$ cat config.mk
export PLATFORM = sky130hd
export DESIGN_NAME = ascon_fsm
export DESIGN_NICKNAME = d
export VERILOG_FILES = /design/src/rtl/ascon_pack.sv /design/src/rtl/ascon_round_counter.sv /design/src/rtl/ascon_fsm.sv
export SDC_FILE = /design/constraint.sdc
export NUM_CORES = 1
export LEC_CHECK = 0
export BUFFER_PORTS_ARGS = -buffer_cell sky130_fd_sc_hd__buf_2
export CORE_UTILIZATION = 51
export CTS_CLUSTER_SIZE = 25
export DETAILED_ROUTE_END_ITERATION = 10
export GPL_TIMING_DRIVEN = 0
export PLACE_DENSITY_LB_ADDON = 0.25
export SYNTH_ARGS = -nofsm -noshare
export SYNTH_HDL_FRONTEND = slang
export SYNTH_SLANG_ARGS = --single-unit
$ cat constraint.sdc
create_clock -name clock_i -period 3.1 [get_ports clock_i]
set_input_delay 0.31 -clock clock_i [delete_from_list [all_inputs] [get_ports clock_i]]
set_output_delay 0.31 -clock clock_i [all_outputs]
set_load 0.05 [all_outputs]
$ cat src/rtl/ascon_pack.sv
// Shared types and round-index constants for the ASCON-128 control path.
package ascon_pack;

  typedef enum logic [2:0] {
    IDLE,
    INIT,
    WAIT_AD,
    AD,
    WAIT_PT,
    PT,
    WAIT_FIN,
    FINAL
  } type_fsm_state;

  localparam logic [3:0] ROUND_A_START = 4'd0;
  localparam logic [3:0] ROUND_B_START = 4'd6;
  localparam logic [3:0] ROUND_LAST    = 4'd11;

endpackage

$ cat src/rtl/ascon_round_counter.sv
// Round index counter: load has priority over increment and it saturates at the last round.
module ascon_round_counter
  import ascon_pack::*;
(
  input  logic       clock_i,
  input  logic       reset_i,
  input  logic       load_i,
  input  logic [3:0] load_val_i,
  input  logic       en_i,
  output logic [3:0] round_o
);

  logic [3:0] round_d;
  logic [3:0] round_q;

  always_comb begin
    round_d = round_q;
    if (load_i) begin
      round_d = load_val_i;
    end else if (en_i && (round_q != ROUND_LAST)) begin
      round_d = round_q + 4'd1;
    end
  end

  always_ff @(posedge clock_i) begin
    if (reset_i) begin
      round_q <= ROUND_A_START;
    end else begin
      round_q <= round_d;
    end
  end

  assign round_o = round_q;

endmodule

$ cat src/rtl/ascon_fsm.sv
// ASCON-128 encryption control FSM: sequences init, one AD block, NB_PT_BLOCKS
// plaintext blocks and finalisation over a one-round-per-cycle permutation datapath.
module ascon_fsm
  import ascon_pack::*;
#(
  parameter  int NB_PT_BLOCKS = 4,
  localparam int IDX_W        = $clog2(NB_PT_BLOCKS + 1)
) (
  input  logic             clock_i,
  input  logic             reset_i,
  input  logic             start_i,
  input  logic             data_valid_i,
  output logic             data_ready_o,
  output logic             init_state_o,
  output logic             en_reg_state_o,
  output logic [3:0]       round_o,
  output logic             en_xor_data_begin_o,
  output logic             en_xor_key_begin_o,
  output logic             en_xor_key_end_o,
  output logic             en_xor_lsb_end_o,
  output logic             en_cipher_o,
  output logic             en_tag_o,
  output logic [IDX_W-1:0] block_idx_o,
  output logic             busy_o,
  output logic             done_o
);

  localparam logic [IDX_W-1:0] LAST_PT_IDX = IDX_W'(NB_PT_BLOCKS - 1);

  type_fsm_state    state_d, state_q;
  logic [IDX_W-1:0] block_idx_d, block_idx_q;
  logic             done_d, done_q;
  logic             cnt_load;
  logic [3:0]       cnt_load_val;
  logic             cnt_en;
  logic [3:0]       round;
  logic             last_round;

  ascon_round_counter u_round_counter (
    .clock_i    (clock_i),
    .reset_i    (reset_i),
    .load_i     (cnt_load),
    .load_val_i (cnt_load_val),
    .en_i       (cnt_en),
    .round_o    (round)
  );

  assign last_round = (round == ROUND_LAST);

  // Handshake states are Mealy: the transfer cycle already performs the first round.
  always_comb begin
    state_d             = state_q;
    block_idx_d         = block_idx_q;
    done_d              = 1'b0;
    cnt_load            = 1'b0;
    cnt_load_val        = ROUND_A_START;
    cnt_en              = 1'b0;
    data_ready_o        = 1'b0;
    init_state_o        = 1'b0;
    en_reg_state_o      = 1'b0;
    en_xor_data_begin_o = 1'b0;
    en_xor_key_begin_o  = 1'b0;
    en_xor_key_end_o    = 1'b0;
    en_xor_lsb_end_o    = 1'b0;
    en_cipher_o         = 1'b0;
    en_tag_o            = 1'b0;

    case (state_q)
      IDLE: begin
        if (start_i) begin
          state_d      = INIT;
          cnt_load     = 1'b1;
          cnt_load_val = ROUND_A_START;
          block_idx_d  = '0;
        end
      end
      INIT: begin
        en_reg_state_o = 1'b1;
        init_state_o   = (round == ROUND_A_START);
        cnt_en         = 1'b1;
        if (last_round) begin
          en_xor_key_end_o = 1'b1;
          state_d          = WAIT_AD;
          cnt_load         = 1'b1;
          cnt_load_val     = ROUND_B_START;
        end
      end
      WAIT_AD: begin
        data_ready_o = 1'b1;
        if (data_valid_i) begin
          en_reg_state_o      = 1'b1;
          en_xor_data_begin_o = 1'b1;
          cnt_en              = 1'b1;
          state_d             = AD;
        end
      end
      AD: begin
        en_reg_state_o = 1'b1;
        cnt_en         = 1'b1;
        if (last_round) begin
          en_xor_lsb_end_o = 1'b1;
          cnt_load         = 1'b1;
          if (NB_PT_BLOCKS == 1) begin
            state_d      = WAIT_FIN;
            cnt_load_val = ROUND_A_START;
          end else begin
            state_d      = WAIT_PT;
            cnt_load_val = ROUND_B_START;
          end
        end
      end
      WAIT_PT: begin
        data_ready_o = 1'b1;
        if (data_valid_i) begin
          en_reg_state_o      = 1'b1;
          en_xor_data_begin_o = 1'b1;
          en_cipher_o         = 1'b1;
          cnt_en              = 1'b1;
          block_idx_d         = block_idx_q + IDX_W'(1);
          state_d             = PT;
        end
      end
      PT: begin
        en_reg_state_o = 1'b1;
        cnt_en         = 1'b1;
        if (last_round) begin
          cnt_load = 1'b1;
          if (block_idx_q < LAST_PT_IDX) begin
            state_d      = WAIT_PT;
            cnt_load_val = ROUND_B_START;
          end else begin
            state_d      = WAIT_FIN;
            cnt_load_val = ROUND_A_START;
          end
        end
      end
      WAIT_FIN: begin
        data_ready_o = 1'b1;
        if (data_valid_i) begin
          en_reg_state_o      = 1'b1;
          en_xor_data_begin_o = 1'b1;
          en_xor_key_begin_o  = 1'b1;
          en_cipher_o         = 1'b1;
          cnt_en              = 1'b1;
          block_idx_d         = block_idx_q + IDX_W'(1);
          state_d             = FINAL;
        end
      end
      FINAL: begin
        en_reg_state_o = 1'b1;
        cnt_en         = 1'b1;
        if (last_round) begin
          en_xor_key_end_o = 1'b1;
          en_tag_o         = 1'b1;
          done_d           = 1'b1;
          state_d          = IDLE;
          cnt_load         = 1'b1;
          cnt_load_val     = ROUND_A_START;
        end
      end
      default: begin
        state_d = IDLE;
      end
    endcase
  end

  always_ff @(posedge clock_i) begin
    if (reset_i) begin
      state_q     <= IDLE;
      block_idx_q <= '0;
      done_q      <= 1'b0;
    end else begin
      state_q     <= state_d;
      block_idx_q <= block_idx_d;
      done_q      <= done_d;
    end
  end

  assign round_o     = round;
  assign block_idx_o = block_idx_q;
  assign busy_o      = (state_q != IDLE);
  assign done_o      = done_q;

endmodule

## After elaboration in Yosys (flattened, before gate mapping)

Cells that the tools add are included.

- Bits in registers: 11
- Input bits: 4
- Output and inout bits: 18
- Word-level logic and storage cells: 70

- $add $sub $neg: 2
- $lt $le $gt $ge: 1
- Equal/unequal tests: 18
- Multiplexer cells: 32
- Reduce and logical (&&, ||, !) cells: 13

Operators with widths:

| kind | number |
|---|---|
| $mux 3 | 13 |
| $pmux 3 s8 | 1 |
| $ne 2x2->1 const B | 8 |
| $eq 3x3->1 const B | 4 |
| $pmux 3 s2 | 2 |
| $mux 1 | 11 |
| $mux 4 | 2 |
| $reduce_and 8->1 | 1 |
| $eq 3x2->1 const B | 2 |
| $reduce_or 2->1 | 3 |
| $add 4x1->4 const B | 1 |
| $eq 4x4->1 const B | 1 |
| $logic_not 4->1 | 1 |
| $ne 4x4->1 const B | 1 |
| $pmux 1 s2 | 2 |
| $reduce_bool 2->1 | 2 |
| $reduce_or 4->1 | 1 |
| $add 3x1->3 const B | 1 |
| $eq 3x1->1 const B | 1 |
| $logic_not 3->1 | 1 |
| $lt 3x2->1 const B | 1 |
| $reduce_and 3->1 | 1 |
| $reduce_bool 3->1 | 1 |
| $reduce_or 3->1 | 1 |
| 3 further kinds | 3 |

## Longest topological paths before layout

Gate-level depths: netlist of run 1.

- Word-level depth: 6
- Gate-level depth with buffers: 6
- Gate-level depth less buffers: 5

## By module

A second synthesis of run 1 with hierarchy kept.

- Cell total of the unflattened synthesis: 83
- Area, all modules: 659.4 um^2

By module, submodules not included:

| module | times used | cells an instance | area each (um^2) | seq. area each (um^2) |
|---|---|---|---|---|
| ascon_fsm | 1 | 55 | 424.2 | 140.1 |
| ascon_round_counter | 1 | 28 | 235.2 | 80.1 |

## Worst setup path before layout of run 1

OpenSTA, ideal clock, no wires.

- Path type: reg2out
- Start: register u_round_counter.round_q[1], in the netlist u_round_counter.round_o[1]
- End: output port en_tag_o
- Data arrival time: 2.043 ns
- Data required time: 2.790 ns
- Path slack: 0.747 ns
- Cell stages (with the launch flop): 6
- Path buffers: 1
- Cells stage by stage: dfxtp_1 ha_1 and4b_1 buf_6 nand2_1 nor2_1

- Longest elaborated chain between the ends: 3

Ends and longest elaborated chain:

| element | RTL line | RTL |
|---|---|---|
| start: declaration | ascon_round_counter.sv:14 | `logic [3:0] round_q;` |
| start signal: assignment | ascon_round_counter.sv:29 | `round_q <= round_d;` |
| $eq 4x4->1 | ascon_fsm.sv:48 | `assign last_round = (round == ROUND_LAST);` |
| $mux 1 | ascon_fsm.sv:152 | `if (last_round) begin` |
| $mux 1 | ascon_fsm.sv:68 | `case (state_q)` |
| end: declaration | ascon_fsm.sv:22 | `output logic en_tag_o,` |

Every way passes these cells.

## Worst setup path in the final report of run 1

- Start: register u_round_counter.round_q[0], in the netlist u_round_counter.round_o[0]
- End: output port en_xor_lsb_end_o

- Longest elaborated chain between the ends: 3

Ends and longest elaborated chain:

| element | RTL line | RTL |
|---|---|---|
| $eq 4x4->1 | ascon_fsm.sv:48 |  |
| $mux 1 | ascon_fsm.sv:100 | `if (last_round) begin` |
| $mux 1 | ascon_fsm.sv:68 |  |
| end: declaration | ascon_fsm.sv:20 | `output logic en_xor_lsb_end_o,` |

Every way passes these cells.

==> flow_metrics.py, run 1 <==
metrics = {
    "route": {
        "route.detailed.drc": 0,
        "drt-wirelength-per-cell_um": 11.6,
        "wl_um": 1330,
        "drt.antenna.violating_nets": 0,
        "route.detailed.vias_per_inst": 5.23,
        "detailedRoute.firstIterationViolations": 14,
        "vias": 602,
        "firstDrtPassIters": 4,
    },
    "sta": {
        "fin_crit_ns": 2.04,
        "final_max_slew_viol_count": 0,
        "fin_setup_tns_ns": 0,
        "final.hold.worst_slack_ns": 0.296,
        "clock_skew_ns": 0.00230,
        "slew_worst_pin_ns": 0.417,
        "setup_slack_ns": 1.06,
        "grt_setup_unrepaired": "no",
        "slew_headroom": 0.719,
        "setup-violations-final": 0,
        "max_freq_mhz": 490,
        "hold_viol": 0,
        "post-route-period-util": 0.659,
    },
    "clocking": {
        "post-cts-setup-buffers": 0,
        "cts_buffer_depth": 2,
        "clock_tree.htree_level_count": 1,
        "postCtsResizedCells": 0,
        "clockRootBuffer": "clkbuf_4",
        "worst_skew_pair.late_latency_ns": 0.27,
        "clkSinkCount": 11,
        "cts.clk_slew.worst_paths_ns": 0.07,
        "hold_buffers": 0,
        "cts_tree": "done",
        "cts_buffers": 3,
    },
    "pwr": {
        "pwr_density_cell_mw_per_mm2": 385,
        "vdd.ir_drop.worst_v": 0.000295,
        "switching_power_uw": 101,
        "share_of_total_power_in_the_clock_network": 0.317,
        "p_leak_nw": 0.407,
        "sw_frac_of_total": 0.317,
        "combinational_cell_fraction_of_total_power": 0.210,
        "seq_power_share": 0.472,
        "finalPower_uw": 317,
        "internal_power_uw": 217,
    },
    "worst_setup_path": {
        "setup.worst_path.end_class": "output pin",
        "setup.worst_path.start_class": "flip-flop",
        "setup.worst_path.class": "reg -> out",
        "timing.reg2reg.setup_slack_ns": 1.61,
        "worst-endpoint-arrival_ns": 1.73,
        "critical_path_peak_fanout": 6,
        "cp_data_required_time_ns": 2.79,
        "r2r-end": "u_round_counter.round_o[2]",
        "worstReg2RegStart": "u_round_counter.round_o[0]",
        "worst-r2r-cell-count": 5,
    },
    "finish": {
        "area_of_all_placed_cells_without_fillers_um2": 823,
        "antenna-diode-count": 0,
        "final-instance-count-excl-fill": 115,
        "final_net_count": 109,
        "area.growth.synth_to_final_pct": 22.1,
        "drive_above_1_share": 0.366,
        "final_util": 0.703,
    },
    "floorplan": {
        "fp-row-count": 12,
        "design.core.area_mm2": 0.00117,
        "dieWidth_um": 38.4,
        "die_y_um": 38.4,
        "io_pins": 22,
        "die_area_mm2": 0.00147,
        "floorplan.initialDensity": 0.576,
    },
    "placement": {
        "place_ws_ns": 1.36,
        "routabilityCongestion": 0.796,
        "numPlacedInstances": 111,
        "placed_cell_area_um2": 797,
        "hpwlAfterDp_um": 1040,
        "placement.io_buffers": 21,
    },
    "global_route": {
        "grt_use_total": 0.202,
        "grt_max_degree": 11,
        "number_of_global_route_vias_before_repair": 460,
        "grt_overflow_total": 0,
        "grt_pass1_wl_um": 1970,
        "grt_antenna_before_repair": 0,
    },
    "logic_synthesis": {
        "postSynthRegisterBits": 11,
        "synth_top_cell_by_area": "dfxtp_1",
        "synthFlopType": "dfxtp_1",
        "post_synth_num_cell_types": 33,
        "synth-warning-count": 0,
        "ys_seq_area_frac": 0.327,
        "syn-cell-area_um2": 674,
        "syn-instance-count": 76,
        "synth.top_cells.by_area": "dfxtp_1, nor2_1, ha_1",
        "synth_enable_flop_cells": 0,
        "postSynth.asyncResetShare": 0,
        "syn-mean-instance-area_um2": 8.87,
        "yosys-top-cells-count": "dfxtp_1, nor2_1, inv_1, nand2_1",
        "post-synth-top-area-fraction": 0.327,
        "synth_nets": 83,
    },
    "worst_hold_path": {
        "whs_path_depth": 2,
        "hold_path.class": "in -> reg",
        "holdPathEnd": "u_round_counter.round_o[2]",
        "min_from": "reset_i",
    },
    "job": {
        "cap_viol_max_count": 0,
    },
    "outcome": {
        "outcome": "finished clean",
    },
}
worst max-delay path by stage:
stage | cells after the start | endpoint | slack (ns) | start
2_1_floorplan | 5 | en_tag_o | 0.75 | u_round_counter.round_o[1]
3_3_place_gp | 6 | en_tag_o | 1.40 | u_round_counter.round_o[1]
3_5_place_dp | 6 | en_xor_lsb_end_o | 1.36 | u_round_counter.round_o[1]
4_1_cts | 6 | en_xor_lsb_end_o | 1.06 | u_round_counter.round_o[1]
5_1_grt | 6 | en_xor_lsb_end_o | 0.92 | u_round_counter.round_o[0]
6_report | 6 | en_xor_lsb_end_o | 1.06 | u_round_counter.round_o[0]
worst max-delay path, cell delays in order (launching register included):
cell and delay, ns:
dfxtp_1 0.38, ha_1 0.24, and4b_1 0.22, buf_6 0.13
nand2_1 0.11, nor2_1 0.11, buf_2 0.27
registers in the layout, summed over array words and instances (netlist names):
| signal | flops |
|---|---|
| u_round_counter.round_o | 4 |
| block_idx_o | 3 |
| done_o | 1 |
| state_q | 3 |
metal layers:
layer	global-route usage	up-vias	wire, um
met2	0.326	22	635
met5	0	-	0
li1	-	311	-
met1	0.245	265	597
met3	0.0349	4	75
met4	0.129	0	22
power by group through the flow:
stage	Sequential [mW]	Combinational, mW	Clock, mW
after global placement	0.153	0.0659	0
after floorplan	0.163	0.0411	0
final	0.150	0.0666	0.101
after global routing	0.150	0.0715	0.106
after CTS	0.150	0.0670	0.103
after detailed placement	0.153	0.0668	0
area by class of cell:
| class | instances | area, um2 |
|---|---|---|
| buffer | 5 | 40.0 |
| clock buffer | 4 | 26.3 |
| fill | 107 | 348 |
| inverter | 6 | 22.5 |
| multi-input combinational | 54 | 392 |
| sequential | 11 | 220 |
| tap | 14 | 17.5 |
| timing repair buffer | 21 | 105 |
cell usage in the layout (no fill, tap or decap), types with 3 or more instances in the layout:
cell type	instances
nand2_1	5
buf_2	22
nor2_1	11
inv_1	6
dfxtp_1	11
ha_1	3
a21oi_1	3
xnor2_1	3
xor2_1	3
clkbuf_4	3
logic make-up after synthesis:
kind of cell | count (synthesis) | synth area share
multiplexers | 1 | 0.0148
AND/OR/NAND/NOR | 29 | 0.247
AO/OA/AOI/OAI | 15 | 0.186
adder cells (fa/ha/maj) | 3 | 0.0557
buffers and inverters | 11 | 0.0927
XOR/XNOR | 6 | 0.0779
flip-flops | 11 | 0.327
Note: power is estimated with default switching activity, not from simulation.
==> inputs of run 2 (changes only) <==
Settings changed: ABC_AREA set to 1, CORE_UTILIZATION 51 to 44.
Clock period 3.1 ns to 1.7 ns, I/O delays scaled along.
==> run 2 against run 1 <==
Effect of this change: die area rose by 20%; sequential cell count did not move; sequential power rose by 110%; critical endpoint is now en_tag_o; hold slack got worse by 0.18 ns; combinational power rose to 5.6 times the previous value; cell count rose by 33%; synthesized cell count rose by 47%; worst setup slack got worse by 0.99 ns; critical path depth fell by 1; first-iteration DRC count rose by 21%; clock skew fell by 0.0014 ns; via count rose by 26%.
==> flow_metrics.py, run 2 <==
metrics = {
    "clocking": {
        "cts_tree": "done",
        "cts.clk_slew.worst_paths_ns": 0.07,
        "cts_buffer_depth": 2,
        "post-cts-setup-buffers": 0,
        "clockRootBuffer": "clkbuf_4",
        "clkSinkCount": 11,
        "worst_skew_pair.late_latency_ns": 0.28,
        "clock_tree.htree_level_count": 1,
        "hold_buffers": 0,
        "cts_buffers": 3,
    },
    "route": {
        "vias": 760,
        "firstDrtPassIters": 4,
        "route.detailed.vias_per_inst": 4.97,
        "detailedRoute.firstIterationViolations": 17,
        "wl_um": 1640,
        "drt-wirelength-per-cell_um": 10.7,
        "drt.antenna.violating_nets": 0,
        "route.detailed.drc": 0,
    },
    "placement": {
        "placement.io_buffers": 21,
        "hpwlAfterDp_um": 1320,
        "routabilityCongestion": 0.803,
        "placed_cell_area_um2": 876,
        "numPlacedInstances": 149,
    },
    "sta": {
        "max_freq_mhz": 614,
        "slew_worst_pin_ns": 0.242,
        "final.hold.worst_slack_ns": 0.116,
        "slew_headroom": 0.838,
        "final_max_slew_viol_count": 0,
        "clock_skew_ns": 0.000891,
        "fin_crit_ns": 1.63,
        "setup-violations-final": 0,
        "post-route-period-util": 0.957,
        "hold_viol": 0,
        "fin_setup_tns_ns": 0,
        "grt_setup_unrepaired": "yes",
    },
    "pwr": {
        "p_leak_nw": 0.487,
        "vdd.ir_drop.worst_v": 0.000522,
        "pwr_density_cell_mw_per_mm2": 941,
    },
    "outcome": {
        "outcome": "finished clean",
    },
    "worst_setup_path": {
        "worst-r2r-cell-count": 7,
        "worstReg2RegStart": "u_round_counter.round_o[0]",
        "cp_data_required_time_ns": 1.53,
        "critical_path_peak_fanout": 7,
        "setup.worst_path.start_class": "flip-flop",
        "worst-endpoint-arrival_ns": 1.46,
        "timing.reg2reg.setup_slack_ns": 0.37,
        "setup.worst_path.class": "reg -> out",
        "r2r-end": "u_round_counter.round_o[3]",
        "setup.worst_path.end_class": "output pin",
    },
    "floorplan": {
        "die_area_mm2": 0.00176,
        "floorplan.initialDensity": 0.467,
        "io_pins": 22,
        "fp-row-count": 14,
        "dieWidth_um": 42.0,
        "die_y_um": 42.0,
        "design.core.area_mm2": 0.00151,
    },
    "logic_synthesis": {
        "post-synth-top-area-fraction": 0.313,
        "synth.top_cells.by_area": "dfxtp_1, nand2_1, nor2_1",
        "synth_top_cell_by_area": "dfxtp_1",
        "synth_nets": 119,
        "syn-mean-instance-area_um2": 6.28,
        "postSynth.asyncResetShare": 0,
        "synth-warning-count": 0,
        "syn-instance-count": 112,
        "post_synth_num_cell_types": 23,
        "postSynthRegisterBits": 11,
        "syn-cell-area_um2": 703,
        "yosys.cell_count.top_type": "nand2_1",
        "yosys-top-cells-count": "nand2_1, nor2_1, inv_1, dfxtp_1, nand3_1",
        "ys_seq_area_frac": 0.313,
        "synth_enable_flop_cells": 0,
        "synthFlopType": "dfxtp_1",
    },
    "global_route": {
        "globalRouteMet3Util": 0.0517,
        "grt_use_total": 0.193,
        "grt_antenna_before_repair": 0,
        "grt.met2_usage": 0.300,
        "grt_overflow_total": 0,
        "number_of_global_route_vias_before_repair": 608,
        "most_used_routing_layer": "met2",
        "grt_pass1_wl_um": 2560,
        "groute.layer.met1.usage": 0.245,
        "grt_max_degree": 9,
    },
    "finish": {
        "area.growth.synth_to_final_pct": 31.7,
        "area_of_all_placed_cells_without_fillers_um2": 926,
        "multi_input_area_um2": 468,
        "antenna-diode-count": 0,
        "drive_above_1_share": 0.314,
        "final_net_count": 145,
        "final_util": 0.615,
        "final-instance-count-excl-fill": 153,
        "fillerInstances": 155,
        "ff_latch_area_um2": 225,
        "largest_reg_flops": 4,
        "final_cell_mix": "nand2_1, nor2_1, buf_2",
        "mostFrequentLayoutCell": "nand2_1",
    },
    "worst_hold_path": {
        "hold_path.class": "in -> reg",
        "holdPathEnd": "state_q[0]",
        "whs_path_depth": 2,
        "min_from": "reset_i",
    },
    "job": {
        "cap_viol_max_count": 0,
    },
}
run 2: kinds of logic (layout without fill, tap and decap cells):
group | Yosys count | in the layout | share of synthesized area
and+or+nand+nor | 66 | 66 | 0.418
adders and majority gates | 3 | 3 | 0.0534
xor gates and xnor gates | 2 | 2 | 0.0249
DFF | 11 | 11 | 0.313
AOI/OAI and AO/OA | 12 | 12 | 0.0925
buffers and inverters | 18 | 43 | 0.0979
run 2: repair_timing:
item	4_1_cts	5_1_grt
pin swaps	0	0
setup endpoints to repair	4	4
gates resized for setup	5	3
endpoints found under the hold margin	0	0
run 2: how the worst max path moves through the flow:
stage	start	endpoint	slack (ns)	depth (start not counted)
after floorplan	u_round_counter.round_o[0]	init_state_o	-0.09	4
after global placement	state_q[0]	init_state_o	0.26	5
after detailed placement	u_round_counter.round_o[0]	en_xor_lsb_end_o	0.24	4
after CTS	state_q[2]	en_tag_o	0.04	6
after global routing	state_q[0]	init_state_o	-0.02	5
final	state_q[1]	en_tag_o	0.07	5
run 2: through the flow:
| stage | total power [mW] | worst slack, ns |
|---|---|---|
| after global placement | 0.681 | 0.262 |
| after detailed placement | 0.686 | 0.236 |
| after global routing | 0.927 | -0.0223 |
| final | 0.871 | 0.0723 |
| after CTS | 0.877 | 0.0407 |
| after floorplan | 0.611 | -0.0885 |
run 2: routing by layer:
metal / share of wire / routed length [um]
met1: 0.47 / 774
met2: 0.47 / 774
met3: 0.037 / 61
met4: 0.019 / 32
met5: 0 / 0
run 2: area by class of cell:
class	instances	share of cell area
plain buffers	1	0.00811
clock buffers	4	0.0284
inverters	17	0.0689
multi-input cells	83	0.505
flip-flops and latches	11	0.243
well taps	16	0.0216
repair buffers	21	0.124
run 2: critical path, stage by stage, from the launching register on:
cell	delay, ns
dfxtp_1	0.46
nand2_1	0.15
nor2_1	0.11
inv_1	0.12
nor2_4	0.11
clkbuf_4	0.23
run 2: report_power, final:
| group | internal, mW | switching (mW) | leakage, nW |
|---|---|---|---|
| clock network | 0.0912 | 0.0933 | 0.0150 |
| logic | 0.101 | 0.269 | 0.381 |
| registers | 0.284 | 0.0327 | 0.0913 |
| total | 0.476 | 0.395 | 0.487 |
